--- src/rtl/booth_arbiter_if.sv ---
// rtl/booth_arbiter_if.sv - requester and multiplier signals shared by booth_arbiter and its neighbours
interface booth_arbiter_if #(
  parameter int NREQ  = 4,
  parameter int WIDTH = 6
);
  logic [NREQ-1:0]       req;
  logic [NREQ*WIDTH-1:0] req_m;
  logic [NREQ*WIDTH-1:0] req_q;
  logic [NREQ-1:0]       gnt;
  logic [NREQ-1:0]       done;
  logic [2*WIDTH-1:0]    rsp_result;
  logic                  busy;
  logic [WIDTH-1:0]      mul_m;
  logic [WIDTH-1:0]      mul_q;
  logic                  mul_start;
  logic [2*WIDTH-1:0]    mul_result;

  modport slave (
    input  req, req_m, req_q, mul_result,
    output gnt, done, rsp_result, busy, mul_m, mul_q, mul_start
  );

  modport master (
    output req, req_m, req_q, mul_result,
    input  gnt, done, rsp_result, busy, mul_m, mul_q, mul_start
  );
endinterface

--- src/rtl/booth_arbiter.sv ---
// rtl/booth_arbiter.sv - round-robin arbiter sharing one fixed-latency booth multiplier among NREQ requesters
module booth_arbiter #(
  parameter int NREQ    = 4,
  parameter int WIDTH   = 6,
  parameter int MUL_LAT = 8
) (
  input  logic             clk,
  input  logic             n_rst,
  booth_arbiter_if.slave   bus
);

  localparam int PW = $clog2(NREQ);
  localparam int CW = $clog2(MUL_LAT + 1);

  typedef enum logic {ST_IDLE, ST_WAIT} state_t;

  state_t             state_q, state_d;
  logic [PW-1:0]      ptr_q, ptr_d;
  logic [PW-1:0]      owner_q, owner_d;
  logic [CW-1:0]      cnt_q, cnt_d;
  logic [NREQ-1:0]    gnt_q, gnt_d;
  logic [NREQ-1:0]    done_q, done_d;
  logic               mul_start_q, mul_start_d;
  logic               busy_q, busy_d;
  logic [WIDTH-1:0]   mul_m_q, mul_m_d;
  logic [WIDTH-1:0]   mul_q_q, mul_q_d;
  logic [2*WIDTH-1:0] rsp_q, rsp_d;

  logic [PW-1:0]      cand [NREQ];
  logic               found;
  logic [PW-1:0]      sel;

  // cand[k] is the requester examined k-th in the rotation starting at ptr
  always_comb begin
    for (int k = 0; k < NREQ; k++) begin
      cand[k] = PW'((int'(ptr_q) + k) % NREQ);
    end
  end

  // Scanning from the far end lets the earliest candidate in the rotation win
  always_comb begin
    found = 1'b0;
    sel   = '0;
    for (int k = NREQ - 1; k >= 0; k--) begin
      if (bus.req[cand[k]]) begin
        found = 1'b1;
        sel   = cand[k];
      end
    end
  end

  always_comb begin
    state_d     = state_q;
    ptr_d       = ptr_q;
    owner_d     = owner_q;
    cnt_d       = cnt_q;
    gnt_d       = '0;
    done_d      = '0;
    mul_start_d = 1'b0;
    busy_d      = busy_q;
    mul_m_d     = mul_m_q;
    mul_q_d     = mul_q_q;
    rsp_d       = rsp_q;

    case (state_q)
      ST_IDLE: begin
        if (found) begin
          gnt_d[sel]  = 1'b1;
          mul_start_d = 1'b1;
          mul_m_d     = bus.req_m[int'(sel)*WIDTH +: WIDTH];
          mul_q_d     = bus.req_q[int'(sel)*WIDTH +: WIDTH];
          owner_d     = sel;
          cnt_d       = CW'(MUL_LAT);
          busy_d      = 1'b1;
          state_d     = ST_WAIT;
        end
      end
      ST_WAIT: begin
        // cnt reaches 0 in the cycle the multiplier result becomes valid
        if (cnt_q == '0) begin
          rsp_d           = bus.mul_result;
          done_d[owner_q] = 1'b1;
          busy_d          = 1'b0;
          ptr_d           = (owner_q == PW'(NREQ - 1)) ? '0 : owner_q + 1'b1;
          state_d         = ST_IDLE;
        end else begin
          cnt_d = cnt_q - 1'b1;
        end
      end
      default: state_d = ST_IDLE;
    endcase
  end

  always_ff @(posedge clk) begin
    if (!n_rst) begin
      state_q     <= ST_IDLE;
      ptr_q       <= '0;
      owner_q     <= '0;
      cnt_q       <= '0;
      gnt_q       <= '0;
      done_q      <= '0;
      mul_start_q <= 1'b0;
      busy_q      <= 1'b0;
      mul_m_q     <= '0;
      mul_q_q     <= '0;
      rsp_q       <= '0;
    end else begin
      state_q     <= state_d;
      ptr_q       <= ptr_d;
      owner_q     <= owner_d;
      cnt_q       <= cnt_d;
      gnt_q       <= gnt_d;
      done_q      <= done_d;
      mul_start_q <= mul_start_d;
      busy_q      <= busy_d;
      mul_m_q     <= mul_m_d;
      mul_q_q     <= mul_q_d;
      rsp_q       <= rsp_d;
    end
  end

  assign bus.gnt        = gnt_q;
  assign bus.done       = done_q;
  assign bus.mul_start  = mul_start_q;
  assign bus.busy       = busy_q;
  assign bus.mul_m      = mul_m_q;
  assign bus.mul_q      = mul_q_q;
  assign bus.rsp_result = rsp_q;

endmodule

--- src/flat_wrapper.sv ---
// flat-port wrapper written by rule: the top's interface ports become plain ports
module booth_arbiter_flat 
#(
  parameter int NREQ    = 4,
  parameter int WIDTH   = 6,
  parameter int MUL_LAT = 8
)
  (clk, n_rst, bus_req, bus_req_m, bus_req_q, bus_mul_result, bus_gnt, bus_done, bus_rsp_result, bus_busy, bus_mul_m, bus_mul_q, bus_mul_start);
  booth_arbiter_if #(.NREQ(NREQ), .WIDTH(WIDTH)) bus_i ();
  input  logic clk;
  input  logic n_rst;
  input wire logic [$bits(bus_i.req)-1:0] bus_req;
  input wire logic [$bits(bus_i.req_m)-1:0] bus_req_m;
  input wire logic [$bits(bus_i.req_q)-1:0] bus_req_q;
  input wire logic [$bits(bus_i.mul_result)-1:0] bus_mul_result;
  output wire logic [$bits(bus_i.gnt)-1:0] bus_gnt;
  output wire logic [$bits(bus_i.done)-1:0] bus_done;
  output wire logic [$bits(bus_i.rsp_result)-1:0] bus_rsp_result;
  output wire logic [$bits(bus_i.busy)-1:0] bus_busy;
  output wire logic [$bits(bus_i.mul_m)-1:0] bus_mul_m;
  output wire logic [$bits(bus_i.mul_q)-1:0] bus_mul_q;
  output wire logic [$bits(bus_i.mul_start)-1:0] bus_mul_start;
  assign bus_i.req = bus_req;
  assign bus_i.req_m = bus_req_m;
  assign bus_i.req_q = bus_req_q;
  assign bus_i.mul_result = bus_mul_result;
  assign bus_gnt = bus_i.gnt;
  assign bus_done = bus_i.done;
  assign bus_rsp_result = bus_i.rsp_result;
  assign bus_busy = bus_i.busy;
  assign bus_mul_m = bus_i.mul_m;
  assign bus_mul_q = bus_i.mul_q;
  assign bus_mul_start = bus_i.mul_start;
  booth_arbiter #(.NREQ(NREQ), .WIDTH(WIDTH), .MUL_LAT(MUL_LAT)) u_core (.clk(clk), .n_rst(n_rst), .bus(bus_i));
endmodule
--- config.mk ---
export PLATFORM = sky130hd
export DESIGN_NAME = booth_arbiter_flat
export DESIGN_NICKNAME = d
export VERILOG_FILES = /design/src/rtl/booth_arbiter_if.sv /design/src/rtl/booth_arbiter.sv /design/src/flat_wrapper.sv
export SDC_FILE = /design/constraint.sdc
export NUM_CORES = 1
export LEC_CHECK = 0
export CAP_MARGIN = 25
export CORE_UTILIZATION = 25
export DETAILED_ROUTE_END_ITERATION = 10
export HOLD_SLACK_MARGIN = 0.15
export MAX_ROUTING_LAYER = met4
export PLACE_DENSITY = 0.51
export SLEW_MARGIN = 20
export SYNTH_ARGS = -nofsm -noshare
export SYNTH_HDL_FRONTEND = slang
export SYNTH_SLANG_ARGS = --single-unit
--- constraint.sdc ---
create_clock -name clk -period 2.3 [get_ports clk]
set_input_delay 0.46 -clock clk [delete_from_list [all_inputs] [get_ports clk]]
set_output_delay 0.46 -clock clk [all_outputs]
set_load 0.05 [all_outputs]
Word level (Yosys, flattened, before mapping)
Cells that the tools add are included.
{ "totals": {"inputBits": 66, "word_cells": 74, "register_bits": 43, "out_inout_bits": 34} }
{ "op_classes": {"shifts": 2, "n_lt_le_gt_ge": 8, "muxes": 30, "n_bitwise": 3, "multipliers": 1, "n_eq_ne": 4, "reduce_logical": 10, "addsub": 5} }
{ "op_table": {"columns": ["op", "count"], "rows": [
  ["$shiftx 24x32->6", 2],
  ["$lt 2x3->1 const B", 6],
  ["$mux 1", 14],
  ["$mux 2", 5],
  ["$bmux 1 s2", 4],
  ["$mux 4", 2],
  ["$pmux 4 s2", 1],
  ["$reduce_and 2->1", 4],
  ["$add 2x1->2 const B", 2],
  ["$add 2x2->2 const B", 2],
  ["$demux 1 s2", 2],
  ["$ge 2x1->1 const B", 2],
  ["$logic_not 4->1", 1],
  ["$mul 2x2->4 const B", 1],
  ["$ne 2x2->1 const B", 2],
  ["$pmux 1 s2", 2],
  ["$sub 4x1->4 const B", 1],
  ["$not 1->1", 3],
  ["$reduce_and 3->1", 1],
  ["$reduce_or 3->1", 1],
  ["$eq 2x2->1 const B", 1],
  ["$logic_and 1x1->1", 2],
  ["$ne 2x1->1 const B", 1],
  ["$reduce_or 2->1", 1]
]} }

Longest topological paths before layout
{ "depth": {"word_depth": 11, "depth_mapped": 8, "mapped_depth_nobuf": 7} }

Worst setup path before layout
Ideal clock, no wire load.
{ "synth_timing": {"path_type": "input-to-reg", "from": "in bus_req[3]", "to": "reg u_core.mul_m_q[0], in the netlist u_core.bus.mul_m[0]", "required_time_ns": 2.167, "setup_ns": 0.133, "setup_slack_ns": 0.446, "arrival_time_ns": 1.720, "path_buffers": 2, "cell_stages": 7, "cell_sequence": "or4_4 > nor2b_4 > buf_6 > and2_4 > nand2b_4 > buf_12 > o221ai_1"} }
{ "synth_via": {"elab_chain_cells": 8, "elab_cells_between_ends": 19, "classes_between": "mul (1); shift (1); mux (16); reduce/logical (1)"} }
{ "synth_lines": {"columns": ["item", "line_no", "rtl"], "rows": [
  ["start, declared", "flat_wrapper.sv:12", "input wire logic [$bits(bus_i.req)-1:0] bus_req;"],
  ["$bmux 1 s2", "booth_arbiter.sv:45", "if (bus.req[cand[k]]) begin"],
  ["$mux 1 (implied by the code)", "booth_arbiter.sv:45", null],
  ["$mux 2 (4 in a row)", "booth_arbiter.sv:45", null],
  ["$mul 2x2->4", "booth_arbiter.sv:70", "mul_m_d = bus.req_m[int'(sel)*WIDTH +: WIDTH];"],
  ["$shiftx 24x32->6", "booth_arbiter.sv:70", null],
  ["end signal, assigned", "booth_arbiter.sv:116", "mul_m_q <= mul_m_d;"],
  ["end, declared", "booth_arbiter.sv:25", "logic [WIDTH-1:0] mul_m_q, mul_m_d;"]
]} }
Several ways; a longest one is shown, not always the timed one. The select of a mux whose other input is x is not followed.
A chain may end at the register's enable or synchronous reset.

Worst setup path in the final report
{ "layout_timing": {"from": "in bus_req[0]", "to": "reg u_core.gnt_q[2], in the netlist u_core.bus.gnt[2]"} }
{ "layout_via": {"elab_chain_cells": 10, "elab_cells_between_ends": 23, "classes_between": "order compare (2); mux (18); bitwise (1); reduce/logical (2)"} }
{ "layout_lines": {"columns": ["item", "line_no", "rtl"], "rows": [
  ["$bmux 1 s2", "booth_arbiter.sv:45", null],
  ["$mux 1 (implied by the code)", "booth_arbiter.sv:45", null],
  ["$mux 2 (4 in a row)", "booth_arbiter.sv:45", null],
  ["$lt 2x3->1 (implied by the code) / $ge 2x1->1 (equally long branches)", "booth_arbiter.sv:68", "gnt_d[sel] = 1'b1;"],
  ["$logic_and 1x1->1 (implied by the code)", "booth_arbiter.sv:68", null],
  ["$mux 1 (implied by the code)", "booth_arbiter.sv:68", null],
  ["$demux 1 s2", null, null],
  ["end signal, assigned", "booth_arbiter.sv:112", "gnt_q <= gnt_d;"],
  ["end, declared", "booth_arbiter.sv:21", "logic [NREQ-1:0] gnt_q, gnt_d;"]
]} }
Several ways; a longest one is shown, not always the timed one. The select of a mux whose other input is x is not followed.

==> results.cfg <==
[synthesis]
synth_area_mm2 = 0.001981
synthFlopType = dfxtp_1
synth_fp_nets = 277
yosysSeqAreaShare_pct = 43.46
ys_async_sr_fraction_pct = 0
synth_edf_count = 0
netlist.top_cell.by_area = dfxtp_1
ys_types = 38
synth_top_area_share_pct = 43.46
ys_warn_count = 0
ys_ff_latch = 43
synthTopCellsByArea = dfxtp_1 (43%), mux2i_1 (12%), nand2_1 (8.0%)
synth_cells = 206
avgSynthCellArea_um2 = 9.615

[drt]
drc = 0
drt_wl_total_um = 5247
ant_nets = 0
wire_per_inst_um = 12.70
dr.pass1.iters = 4
vias = 1738
avgViaCountPerCell = 4.208
drt_iter0_markers = 49

[pwr]
total_power_mw = 2.228
p_int_mw = 1.431
p_leak_nw = 1.221
p_per_area_mw_per_mm2 = 698.4
clkPwrFrac_pct = 21.1
ir_drop_uv = 278.9
switching_share_pct = 35.76
p_comb_share_pct = 38.9
switchingPower_mw = 0.7968
power_frac_seq_pct = 40.0

[timing]
setup_slack_ns = 0.2980
hold_viol = 0
setup_tns_ns = 0
finClkSkew_ns = 0.009360
setup_violations = 0
min_period_over_period_pct = 87.04
slew_viol_final = 0
finalCriticalPeriod_ns = 2.002
rsz0062_at_grt = no
timing.fmax_mhz = 499.5
fin_hold_ws_ns = 0.4640
max_slew.worst_pin.slew_ns = 0.5432
max-slew-margin-rel_pct = 63.67

[floorplanning]
die_y_um = 91.01
fp.dieW_um = 91.01
dieArea_mm2 = 0.008283
initial_utilization_pct = 25.76
io_pins = 100
coreArea_mm2 = 0.007687
row_count = 32

[global_routing]
antenna_found_initial = 0
track_usage_pct = 12.94
grt_pass1_wl_um = 8176
gr-total-overflow = 0
grt_pass1_vias = 1680
grt_max_degree = 26

[critical_path]
crit_required_ns = 2.50
worst_ep_arrival_time_ns = 2.20
end_kind = register
path_class = in -> reg
path_max_fanout = 14
startpoint_type = input pin
reg2regPathDepth = 7

[clock_tree]
cts_tree = done
clk_latency_ns = 0.30
cts-resized-gates = 0
htree_num_levels = 2
root_buffer = clkbuf_8
cts_setup_buffers = 0
cts_buffers = 5
clk_pin_slew_ns = 0.09
cts.sink_count = 43
cts_buffer_depth = 2
holdBufCountCts = 0

[layout]
fin_area_mm2 = 0.003191
drive_gt1_share_pct = 8.682
layout.cells.non_filler = 413
nets = 381
num_antenna_cells = 0
layout_common_cells = clkdlybuf4s50_1 (99), dfxtp_1 (43), nand2_1 (42)
fillers = 774
layout_commonest_cell = clkdlybuf4s50_1
syn2layout_area_growth_pct = 61.09
fin_util_pct = 41.50

[min_path]
holdPathStages = 2
hold_path_class = reg -> reg

[placement]
place_area_mm2 = 0.003105
gp_congestion = 0.7838
dpl.cell_count = 405
place_ws_ns = -0.005164
portBuffers = 99
place_hpwl_um = 3976

[flow_run]
drv_cap = 0

[outcome]
status = finished clean
## per-layer routing
metal  GRT usage (%)  up-vias  share of wire (%)
met2           20.96       31                 50
met1           15.94      781                 46
met5               -        -                  0
li1                -      921                  -
met4           3.968        0                1.2
met3           3.099        5                2.8
## Yosys cell counts, drive strengths merged, types with 5 or more instances
cell	count
a21boi	13
and3	5
buf	8
a21oi	5
nand2	43
mux2i	24
dfxtp	43
nor2	6
ha	5
inv	7
o221ai	12
and2	5
## worst max-delay path, stage by stage
cell             delay (ns)
clkdlybuf4s50_1        0.48
or4_4                  0.53
nor2b_4                0.15
and2_4                 0.18
nand2b_4               0.16
and2b_2                0.23
## path summary, 6_finish.rpt
kind                                       endpoint  slack, ns                start
worst max register to register      u_core.cnt_q[3]       0.68      u_core.cnt_q[0]
worst min register to register  u_core.bus.mul_m[2]       0.46  u_core.bus.mul_m[2]
worst max-delay path              u_core.bus.gnt[2]       0.30           bus_req[0]
worst min-delay path            u_core.bus.mul_m[2]       0.46  u_core.bus.mul_m[2]
## layout make-up
class / count / area, um^2 / share of cell area [%]
multi-input combinational: 144 / 999.7 / 31.33
timing repair buffer: 109 / 1091 / 34.20
sequential: 43 / 860.8 / 26.98
clock inverter: 2 / 12.51 / 0.3922
tap: 102 / 127.6 / 4.000
inverter: 7 / 26.28 / 0.8235
clock buffer: 6 / 72.57 / 2.275
## state kept, by name, indices dropped and copies added, names as in the netlist
name                   count
u_core.bus.done            4
u_core.cnt_q               4
u_core.bus.gnt             4
u_core.owner_q             2
u_core.ptr_q               2
u_core.bus.busy            1
u_core.state_q             1
u_core.bus.mul_m           6
u_core.bus.mul_start       1
u_core.bus.mul_q           6
u_core.bus.rsp_result     12
## kinds of logic after synthesis
| family | share of synthesized area, % |
|---|---|
| AOI/OAI and AO/OA | 15.54 |
| xor gates and xnor gates | 0.8846 |
| adders and majority gates | 3.159 |
| buffers and inverters | 6.064 |
| DFF | 43.46 |
| muxes | 12.13 |
| and+or+nand+nor | 18.76 |
## power by group through the flow
stage                     clock network [mW]  registers, mW  logic [mW]
after floorplan                            0           1.14       0.310
after global placement                     0          0.909       0.874
after detailed placement                   0          0.909       0.877
after CTS                              0.492          0.893       0.878
after global routing                   0.521          0.906       0.930
final                                  0.470          0.892       0.866
Note: power is estimated with default switching activity, not from simulation.
